**src/rtl/alu_pkg.sv**
```systemverilog
// Shared types for the handshaked ALU: op codes, flag bit positions, FSM states.
package alu_pkg;

    typedef enum logic [3:0] {
        OP_ADD  = 4'd0,
        OP_ADDC = 4'd1,
        OP_SUB  = 4'd2,
        OP_CMP  = 4'd3,
        OP_AND  = 4'd4,
        OP_OR   = 4'd5,
        OP_XOR  = 4'd6,
        OP_MOV  = 4'd7,
        OP_LSH  = 4'd8,
        OP_ASH  = 4'd9,
        OP_MUL  = 4'd10
    } alu_op_t;

    localparam int FLAG_C    = 0;
    localparam int FLAG_L    = 1;
    localparam int FLAG_F    = 2;
    localparam int FLAG_Z    = 3;
    localparam int FLAG_N    = 4;
    localparam int FLAG_INV  = 5;
    localparam int NUM_FLAGS = 6;

    typedef enum logic [1:0] {
        ST_IDLE = 2'd0,
        ST_MUL  = 2'd1,
        ST_HOLD = 2'd2
    } state_t;

endpackage

```
**src/rtl/alu_mul_seq.sv**
```systemverilog
// Iterative signed multiplier, one radix-2 step per cycle; start -> done after WIDTH steps.
// product carries the accumulator's next value, so it is the full product in the done cycle.
module alu_mul_seq #(
    parameter int WIDTH = 16
) (
    input  logic               clk,
    input  logic               reset_n,
    input  logic               start,
    input  logic [WIDTH-1:0]   a,
    input  logic [WIDTH-1:0]   b,
    output logic               busy,
    output logic               done,
    output logic [2*WIDTH-1:0] product
);
    localparam int CW = $clog2(WIDTH);

    logic [2*WIDTH-1:0] acc;
    logic [2*WIDTH-1:0] mcand;
    logic [2*WIDTH-1:0] term;
    logic [2*WIDTH-1:0] acc_nxt;
    logic [WIDTH-1:0]   mplier;
    logic [CW-1:0]      cnt;
    logic               last;

    assign last = (cnt == CW'(WIDTH - 1));

    // The multiplier MSB carries weight -2^(WIDTH-1), so the final step subtracts.
    always_comb begin
        term    = mplier[0] ? mcand : '0;
        acc_nxt = last ? (acc - term) : (acc + term);
    end

    assign done    = busy && last;
    assign product = acc_nxt;

    always_ff @(posedge clk or negedge reset_n) begin
        if (!reset_n) begin
            busy   <= 1'b0;
            acc    <= '0;
            mcand  <= '0;
            mplier <= '0;
            cnt    <= '0;
        end else if (start) begin
            busy   <= 1'b1;
            acc    <= '0;
            mcand  <= {{WIDTH{a[WIDTH-1]}}, a};
            mplier <= b;
            cnt    <= '0;
        end else if (busy) begin
            acc    <= acc_nxt;
            mcand  <= mcand << 1;
            mplier <= mplier >> 1;
            cnt    <= cnt + CW'(1);
            if (last) begin
                busy <= 1'b0;
            end
        end
    end

endmodule

```
**src/rtl/alu_pipe.sv**
```systemverilog
// Handshaked ALU with persistent status flags; single-cycle ops land one edge after accept,
// MUL after WIDTH edges. in_ready drops while a result is held unconsumed or MUL is running.
module alu_pipe
    import alu_pkg::*;
#(
    parameter int WIDTH = 16,
    parameter int SHW   = $clog2(WIDTH) + 1
) (
    input  logic                 clk,
    input  logic                 reset_n,
    input  logic                 in_valid,
    output logic                 in_ready,
    input  logic [3:0]           op,
    input  logic [WIDTH-1:0]     a,
    input  logic [WIDTH-1:0]     b,
    output logic                 out_valid,
    input  logic                 out_ready,
    output logic [WIDTH-1:0]     result,
    output logic [NUM_FLAGS-1:0] flags,
    output logic                 busy
);
    localparam int MSB = WIDTH - 1;
    localparam logic [SHW:0] WLIM = (SHW + 1)'(WIDTH);

    state_t               state;
    state_t               state_nxt;
    logic                 alive;
    logic                 accept;
    logic                 is_mul;
    logic                 mul_start;
    logic                 mul_done;
    logic [2*WIDTH-1:0]   mul_prod;
    logic [WIDTH-1:0]     mul_res;
    logic [NUM_FLAGS-1:0] mul_flags;

    logic                 cin;
    logic [WIDTH:0]       add_full;
    logic [WIDTH:0]       sub_full;
    logic [SHW-1:0]       sh_raw;
    logic                 sh_neg;
    logic [SHW-1:0]       sh_mag;
    logic                 sh_big;
    logic [WIDTH-1:0]     lsh_res;
    logic [WIDTH-1:0]     ash_res;
    logic [WIDTH-1:0]     alu_res;
    logic [NUM_FLAGS-1:0] flags_nxt;
    logic                 upd_zn;

    assign is_mul = (op == OP_MUL);
    assign accept = in_valid && in_ready;

    // Add/subtract share one carry chain per direction; ADDC chains the stored carry.
    assign cin      = (op == OP_ADDC) ? flags[FLAG_C] : 1'b0;
    assign add_full = {1'b0, a} + {1'b0, b} + {{WIDTH{1'b0}}, cin};
    assign sub_full = {1'b0, a} - {1'b0, b};

    // Shift amount is a signed field; magnitude equal to or beyond WIDTH saturates.
    assign sh_raw  = b[SHW-1:0];
    assign sh_neg  = sh_raw[SHW-1];
    assign sh_mag  = sh_neg ? (-sh_raw) : sh_raw;
    assign sh_big  = ({1'b0, sh_mag} >= WLIM);
    assign lsh_res = sh_big ? '0 : (sh_neg ? (a >> sh_mag) : (a << sh_mag));
    assign ash_res = sh_big ? {WIDTH{a[MSB]}}
                   : (sh_neg ? $unsigned($signed(a) >>> sh_mag) : (a << sh_mag));

    always_comb begin
        alu_res   = '0;
        flags_nxt = flags;
        upd_zn    = 1'b0;
        case (op)
            OP_ADD, OP_ADDC: begin
                alu_res           = add_full[MSB:0];
                flags_nxt[FLAG_C] = add_full[WIDTH];
                flags_nxt[FLAG_F] = (a[MSB] == b[MSB]) && (add_full[MSB] != a[MSB]);
                upd_zn            = 1'b1;
            end
            OP_SUB: begin
                alu_res           = sub_full[MSB:0];
                flags_nxt[FLAG_C] = sub_full[WIDTH];
                flags_nxt[FLAG_F] = (a[MSB] != b[MSB]) && (sub_full[MSB] != a[MSB]);
                upd_zn            = 1'b1;
            end
            OP_CMP: begin
                flags_nxt[FLAG_L] = sub_full[WIDTH];
                flags_nxt[FLAG_N] = ($signed(a) < $signed(b));
                flags_nxt[FLAG_Z] = (a == b);
            end
            OP_AND: begin
                alu_res = a & b;
                upd_zn  = 1'b1;
            end
            OP_OR: begin
                alu_res = a | b;
                upd_zn  = 1'b1;
            end
            OP_XOR: begin
                alu_res = a ^ b;
                upd_zn  = 1'b1;
            end
            OP_MOV: begin
                alu_res = b;
                upd_zn  = 1'b1;
            end
            OP_LSH: begin
                alu_res = lsh_res;
                upd_zn  = 1'b1;
            end
            OP_ASH: begin
                alu_res = ash_res;
                upd_zn  = 1'b1;
            end
            OP_MUL: begin
                alu_res = '0;
            end
            default: begin
                flags_nxt[FLAG_INV] = 1'b1;
            end
        endcase
        if (upd_zn) begin
            flags_nxt[FLAG_Z] = (alu_res == '0);
            flags_nxt[FLAG_N] = alu_res[MSB];
        end
    end

    alu_mul_seq #(
        .WIDTH (WIDTH)
    ) u_mul (
        .clk     (clk),
        .reset_n (reset_n),
        .start   (mul_start),
        .a       (a),
        .b       (b),
        .busy    (busy),
        .done    (mul_done),
        .product (mul_prod)
    );

    // Overflow when the upper half plus the result sign bit are not a pure sign extension.
    always_comb begin
        mul_res           = mul_prod[MSB:0];
        mul_flags         = flags;
        mul_flags[FLAG_F] = !((&mul_prod[2*WIDTH-1:MSB]) || !(|mul_prod[2*WIDTH-1:MSB]));
        mul_flags[FLAG_Z] = (mul_res == '0);
        mul_flags[FLAG_N] = mul_res[MSB];
    end

    always_comb begin
        state_nxt = state;
        in_ready  = 1'b0;
        mul_start = 1'b0;
        case (state)
            ST_IDLE: begin
                in_ready = alive && (!out_valid || out_ready);
                if (in_valid && in_ready && is_mul) begin
                    mul_start = 1'b1;
                    state_nxt = ST_MUL;
                end
            end
            ST_MUL: begin
                if (mul_done) begin
                    state_nxt = ST_HOLD;
                end
            end
            ST_HOLD: begin
                if (out_ready) begin
                    state_nxt = ST_IDLE;
                end
            end
            default: begin
                state_nxt = ST_IDLE;
            end
        endcase
    end

    always_ff @(posedge clk or negedge reset_n) begin
        if (!reset_n) begin
            state     <= ST_IDLE;
            alive     <= 1'b0;
            out_valid <= 1'b0;
            result    <= '0;
            flags     <= '0;
        end else begin
            state <= state_nxt;
            alive <= 1'b1;
            if (accept && !is_mul) begin
                result    <= alu_res;
                flags     <= flags_nxt;
                out_valid <= 1'b1;
            end else if (mul_done) begin
                result    <= mul_res;
                flags     <= mul_flags;
                out_valid <= 1'b1;
            end else if (out_ready) begin
                out_valid <= 1'b0;
            end
        end
    end

endmodule
```
**config.mk**
```make
export PLATFORM = sky130hd
export DESIGN_NAME = alu_pipe
export DESIGN_NICKNAME = d
export VERILOG_FILES = /design/src/rtl/alu_pkg.sv /design/src/rtl/alu_mul_seq.sv /design/src/rtl/alu_pipe.sv
export SDC_FILE = /design/constraint.sdc
export NUM_CORES = 1
export LEC_CHECK = 0
export ABC_CLOCK_PERIOD_IN_PS = 13700
export BUFFER_PORTS_ARGS = -buffer_cell sky130_fd_sc_hd__buf_2
export CORE_ASPECT_RATIO = 0.75
export CORE_UTILIZATION = 30
export CTS_BUF_LIST = sky130_fd_sc_hd__clkbuf_2 sky130_fd_sc_hd__clkbuf_4 sky130_fd_sc_hd__clkbuf_8
export DETAILED_ROUTE_END_ITERATION = 12
export SYNTH_ARGS = -nofsm -noshare
export SYNTH_HDL_FRONTEND = slang
export SYNTH_SLANG_ARGS = --single-unit
```
**constraint.sdc**
```tcl
create_clock -name clk -period 13.7 [get_ports clk]
set_input_delay 2.055 -clock clk [delete_from_list [all_inputs] [get_ports clk]]
set_output_delay 2.055 -clock clk [all_outputs]
set_load 0.005 [all_outputs]
```
==> flow_metrics.tcl, run 1 <==
set metrics [dict create \
    status "complete, no violations" \
    synthTopCellsByArea "dfrtp_1, ha_1, mux2i_1" \
    final_common_cell "nand2_1" \
    yosysWarnings 0 \
    grt_pass1_wl_um 68300 \
    fin_setup_tns_ps 0 \
    clk_path_buf_depth 2 \
    cts-resized-gates 0 \
    cts.sinks 111 \
    grt_pass1_vias 10900 \
    cp-start-kind "input port" \
    max_freq_mhz 157 \
    cpMostUsedCell "a31oi_1" \
    holdWs_ps 484 \
    ant_nets 0 \
    grt_util_all_layers_pct 22.0 \
    clk_latency_ps 420 \
    ir_drop_v 0.000151 \
    root_buffer "clkbuf_8" \
    synth_fp_nets 1605 \
    die-area_sq_um 40100 \
    clk_pin_slew_ps 130 \
    path_class "input port to flip-flop" \
    overflow 0 \
    setup_viol 0 \
    slowest_stage "mux2i_4" \
    dp_hpwl_um 33100 \
    critPathMaxStageDelay_ps 770 \
    ys_seq_area_share_pct 23.6 \
    drive_above_1_share_pct 10.4 \
    drtIter0Drc 1387 \
    cts_inserted_buffers 9 \
    synth_flop_cell "dfrtp_1" \
    syn_avg_cell_area_sq_um 7.98 \
    vias_per_cell 5.93 \
    relSlewSlack_pct 18.3 \
    dr.pass1.iters 6 \
    crit_fanout 33 \
    coreArea_sq_um 38500 \
    n_antenna_cell 0 \
    skew_ps 24.0 \
    required_ps 14030 \
    maxCapViolCount 0 \
    period_minus_slack_ps 6370 \
    p_per_area_nw_per_um2 255 \
    die_h_um 174 \
    slew_violations 0 \
    synth_area_leader_cell "dfrtp_1" \
    num_vias 11900 \
    netlist_instances 1478 \
    gp_congestion 1.02 \
    hold_class "flip-flop to flip-flop" \
    netlist-cell-type-count 83 \
    synth-async-reset-ratio_pct 100 \
    drc 0 \
    wl_um 44300 \
    hold_viol_final 0 \
    crit_chain "buf_2 -> buf_4 -> inv_1 -> ha_1 -> mux2i_4 -> mux4_2 -> mux2i_1 -> a31oi_1 -> a31oi_1 -> o211ai_1 -> a2111oi_2 -> and3_1 -> nand4_1 -> or2_1 -> o41ai_2" \
    cts_max_level 3 \
    area_growth_pct 8.55 \
    rsz0062_at_grt "no" \
    synth_enable_flop_cells 0 \
    port_buffers 64 \
    place_inst 1987 \
    worst_slew_pin_slew_ps 1210 \
    crit_arrival_ps 6700 \
    mostFrequentLayoutCells "nand2_1, nor2_1, a21oi_1" \
    final_cells 2003 \
    period_share_pct 46.5 \
    antenna_found_initial 0 \
    nets 1613 \
    ios 65 \
    cts-hold-fix-buffers 0 \
    p_leak_nw 5.43 \
    die_w_um 231 \
    syn_area_sq_um 11800 \
    yosysTopAreaCellShare_pct 23.6 \
    start_util_pct 30.6 \
    rows 62 \
    cts_tree "built" \
    synth_seq_cells 111 \
    grt_max_degree 95 \
    end_kind "flip-flop" \
    postCtsSetupBuffers 0 \
    wl_per_cell_um 22.1 \
]
## cells in the mapped netlist (4+ instances only)
cell type and number:
nor2_1 163, a221o_1 10, mux2_2 4, o21a_1 11
nand4b_1 4, o21ai_0 91, o32ai_1 5, dfrtp_1 111
fa_1 4, a211oi_1 16, nand2b_1 21, a21boi_0 6
and2_1 4, xor2_1 24, nand3_1 23, nand4_1 18
nor3_1 39, a211o_1 7, o21bai_1 11, o211ai_1 17
inv_1 70, o221ai_1 6, and3_1 16, mux4_2 28
o31ai_1 15, a21o_1 17, nor2b_1 6, mux2i_1 96
nand2_1 169, or3_1 12, clkbuf_1 64, a22oi_1 5
o22ai_1 12, o41ai_1 8, buf_1 9, nor4_1 15
xnor2_1 33, ha_1 83, a31oi_1 23, a21oi_1 120
a311oi_1 6, buf_2 11
## state kept, by name, indices dropped and copies added (netlist names)
| register | count |
|---|---|
| u_mul.mplier | 16 |
| u_mul.cnt | 4 |
| alive | 1 |
| u_mul.mcand | 32 |
| flags | 6 |
| state | 2 |
| u_mul.acc | 32 |
| result | 16 |
| u_mul.busy | 1 |
| out_valid | 1 |
## path summary, 6_finish.rpt
kind                                       to  cells after the start  slack (ps)            from
max in group asynchronous            state[1]                      2       10760         reset_n
worst max register to register       flags[2]                     20        7490  u_mul.mcand[8]
worst min-delay path                 flags[5]                      1         480        flags[5]
min in group asynchronous       u_mul.acc[23]                      1        1750         reset_n
worst min register to register       flags[5]                      1         480        flags[5]
worst max-delay path                 flags[3]                     15        7330            b[0]
## logic make-up (layout without fill, tap and decap cells)
logic type	after synthesis	in the layout	share of synthesized area (%)
DFF	111	111	23.6
adders and majority gates	87	87	9.49
other	1	1	0.0318
AOI/OAI and AO/OA	415	415	22.7
and+or+nand+nor	511	511	20.0
xor gates and xnor gates	59	59	4.51
buffers and inverters	164	177	5.59
muxes	130	130	14.2
## area by class of cell
| cell class | count | area, sq um |
|---|---|---|
| clock buffer | 9 | 124 |
| clock inverter | 7 | 103 |
| fill | 4141 | 25700 |
| inverter | 75 | 282 |
| multi-input combinational | 1203 | 8380 |
| sequential | 111 | 2780 |
| tap | 512 | 641 |
| timing repair buffer | 86 | 488 |
## worst max-delay path: cells and delay by family
| kind | cells | cell delay (ps) |
|---|---|---|
| fa+ha+maj | 1 | 500 |
| compound gates | 5 | 1110 |
| mux | 3 | 1430 |
| simple gates | 3 | 640 |
| buf+inv | 3 | 920 |
## through the flow
stage                     area (sq um)  util, %  total power, W  setup WS, ps
after floorplan                  11800        -         0.00234          7760
after global placement           12600     32.7         0.00293          7060
after detailed placement         12600     32.7         0.00297          6950
after CTS                        12800     33.3         0.00322          7410
after global routing             12800     33.3         0.00354          7050
final                            12800     33.3         0.00326          7330
## report_power, final
group	leakage, nW	switching [W]	total [W]	internal (W)
clock	0.114	0.000138	0.000229	0.0000916
combinational	3.99	0.00146	0.00238	0.000926
sequential	1.32	0.000165	0.000646	0.000481
total	5.43	0.00176	0.00326	0.00150
## routing by layer
| layer | vias to the layer above | routed length, um | GRT usage, % | part of all wire (%) |
|---|---|---|---|---|
| met5 | - | 0 | 0 | 0 |
| met4 | 0 | 894 | 4.69 | 2.0 |
| met3 | 56 | 4060 | 4.65 | 9.2 |
| met2 | 580 | 18000 | 30.8 | 41 |
| met1 | 5843 | 21400 | 33.9 | 48 |
| li1 | 5395 | - | - | - |
Power figures use the tool's default switching activity.
==> run 2: changes to the inputs <==
--- a/config.mk
+++ b/config.mk
@@ -5,7 +5,7 @@
 export SDC_FILE = /design/constraint.sdc
 export NUM_CORES = 1
 export LEC_CHECK = 0
-export ABC_CLOCK_PERIOD_IN_PS = 13700
+export ABC_CLOCK_PERIOD_IN_PS = 6600
 export BUFFER_PORTS_ARGS = -buffer_cell sky130_fd_sc_hd__buf_2
 export CORE_ASPECT_RATIO = 0.75
 export CORE_UTILIZATION = 30
==> constraint.sdc (replaced) <==
create_clock -name clk -period 6.6 [get_ports clk]
set_input_delay 0.99 -clock clk [delete_from_list [all_inputs] [get_ports clk]]
set_output_delay 0.99 -clock clk [all_outputs]
set_load 0.005 [all_outputs]
==> run 2 against run 1 <==
Net effect: critical path depth is 5 higher; sequential share of layout area about the same; largest power group unchanged; clock skew about the same; wire length is 1.1% lower; register-to-register slack got worse by 6400 ps; core utilization is essentially flat; hold slack better by 9.8 ps; clock-buffer cell count up 1; highest routed layer is now met5; largest cell class unchanged.
==> flow_metrics.tcl, run 2 (synthesis results as in run 1) <==
set metrics [dict create \
    maxCapViolCount 0 \
    fin_setup_tns_ps 0 \
    coreArea_sq_um 38500 \
    n_antenna_cell 0 \
    vias_per_cell 5.91 \
    hold_path_depth 1 \
    required_ps 6920 \
    gp_congestion 0.993 \
    post_dp_cell_area_sq_um 12600 \
    period_minus_slack_ps 5480 \
    path_class "flip-flop to flip-flop" \
    hold_class "flip-flop to flip-flop" \
    period_share_pct 83.0 \
    final_common_cell "nand2_1" \
    hold_viol_final 0 \
    grt_pass1_vias 10800 \
    worst_slew_pin_slew_ps 1050 \
    drtIter0Drc 1426 \
    holdWs_ps 494 \
    mostFrequentLayoutCells "nand2_1, nor2_1, a21oi_1" \
    start_util_pct 30.6 \
    ant_nets 0 \
    crit_arrival_ps 5800 \
    num_vias 11900 \
    die-area_sq_um 40100 \
    root_buffer "clkbuf_8" \
    slew_violations 0 \
    relSlewSlack_pct 30.1 \
    cts-resized-gates 0 \
    grt_util_all_layers_pct 21.7 \
    p_per_area_nw_per_um2 525 \
    cp-start-kind "flip-flop" \
    end_kind "flip-flop" \
    clk_latency_ps 430 \
    p_leak_nw 5.44 \
    nFillCells 4146 \
    max_freq_mhz 183 \
    area_growth_pct 8.63 \
    cts_tree "built" \
    seq_area_sq_um 2780 \
    wl_um 43800 \
    crit_fanout 8 \
    rsz0062_at_grt "no" \
    fin_util_pct 33.3 \
    setup_viol 0 \
    power.total_w 0.00673 \
    cts_inserted_buffers 9 \
    die_w_um 231 \
    overflow 0 \
    ff2ff_path_depth 20 \
    die_h_um 174 \
    port_buffers 64 \
    cts_max_level 3 \
    multi_input_area_sq_um 8380 \
    drive_above_1_share_pct 10.6 \
    dp_hpwl_um 33300 \
    cts.sinks 111 \
    clk_pin_slew_ps 130 \
    status "complete, no violations" \
    skew_ps 24.1 \
    ios 65 \
    cts-hold-fix-buffers 0 \
    grt_max_degree 95 \
    nets 1617 \
    drc 0 \
    postLayoutCellArea_sq_um 12800 \
    top_regs "u_mul.acc x32, u_mul.mcand x32" \
    wl_per_cell_um 21.8 \
    clk_path_buf_depth 2 \
    dr.pass1.iters 5 \
    postCtsSetupBuffers 0 \
    grt_pass1_wl_um 67400 \
    rows 62 \
    ir_drop_v 0.000361 \
    antenna_found_initial 1 \
]
run 2: changes by cell type in the layout (fill, tap and decap cells not counted):
| cell | change |
|---|---|
| buf_4 | +4 |
| bufinv_16 | -1 |
| clkinv_8 | -1 |
| inv_8 | +1 |
| o21ai_1 | -1 |
| clkbuf_8 | +1 |
| o21ai_0 | +1 |
run 2: final timing paths:
| check | from | to | slack [ps] |
|---|---|---|---|
| max in group asynchronous | reset_n | u_mul.busy | 4710 |
| hold reg to reg | flags[5] | flags[5] | 490 |
| setup reg to reg | u_mul.mcand[8] | flags[2] | 1120 |
| min in group asynchronous | reset_n | u_mul.mcand[22] | 590 |
| setup / recovery | u_mul.mcand[8] | flags[2] | 1120 |
| hold / removal | flags[5] | flags[5] | 490 |
run 2: layout make-up:
type                       instances  area share [%]
multi-input combinational       1203            65.4
clock inverter                     6           0.528
clock buffer                      10            1.07
inverter                          75            2.20
sequential                       111            21.7
tap                              512            5.00
timing repair buffer              90            4.04
run 2: stage by stage:
stage | std cells | worst slack [ps]
global placement | 1991 | 1040
detailed placement | 1991 | 1170
global route | 2007 | 775
finish | 2007 | 1120
CTS | 2007 | 1200
floorplan | 1478 | 1720
run 2: layer usage:
layer / part of all wire [%] / track usage [%] / vias up / wire [um]
li1: - / - / 5406 / -
met1: 49 / 34.1 / 5817 / 21300
met2: 40 / 29.4 / 587 / 17400
met3: 9.6 / 4.65 / 57 / 4190
met4: 2.0 / 4.91 / 2 / 860
met5: 0.030 / 0 / - / 13
run 2: worst max-delay path, cell delays in order (launching register included):
cell and delay, ps:
dfrtp_1 450, nor4_1 520, nand2b_1 110, a21oi_1 260
o21a_1 230, nand2_1 110, nand2_1 110, nand2_1 260
nand3_1 150, ha_1 270, a21oi_1 260, o211ai_1 310
a211oi_2 440, o311ai_1 240, a311o_1 450, a21o_1 230
a21oi_1 170, xor2_1 250, nor2_1 80, and4b_1 180
o41ai_1 280
run 2: power by group:
group	leakage [nW]	total, W	internal (W)	switching, W
clock network	0.106	0.000439	0.000162	0.000277
logic	4.01	0.00495	0.00191	0.00304
registers	1.32	0.00134	0.000999	0.000338
total	5.44	0.00673	0.00307	0.00365
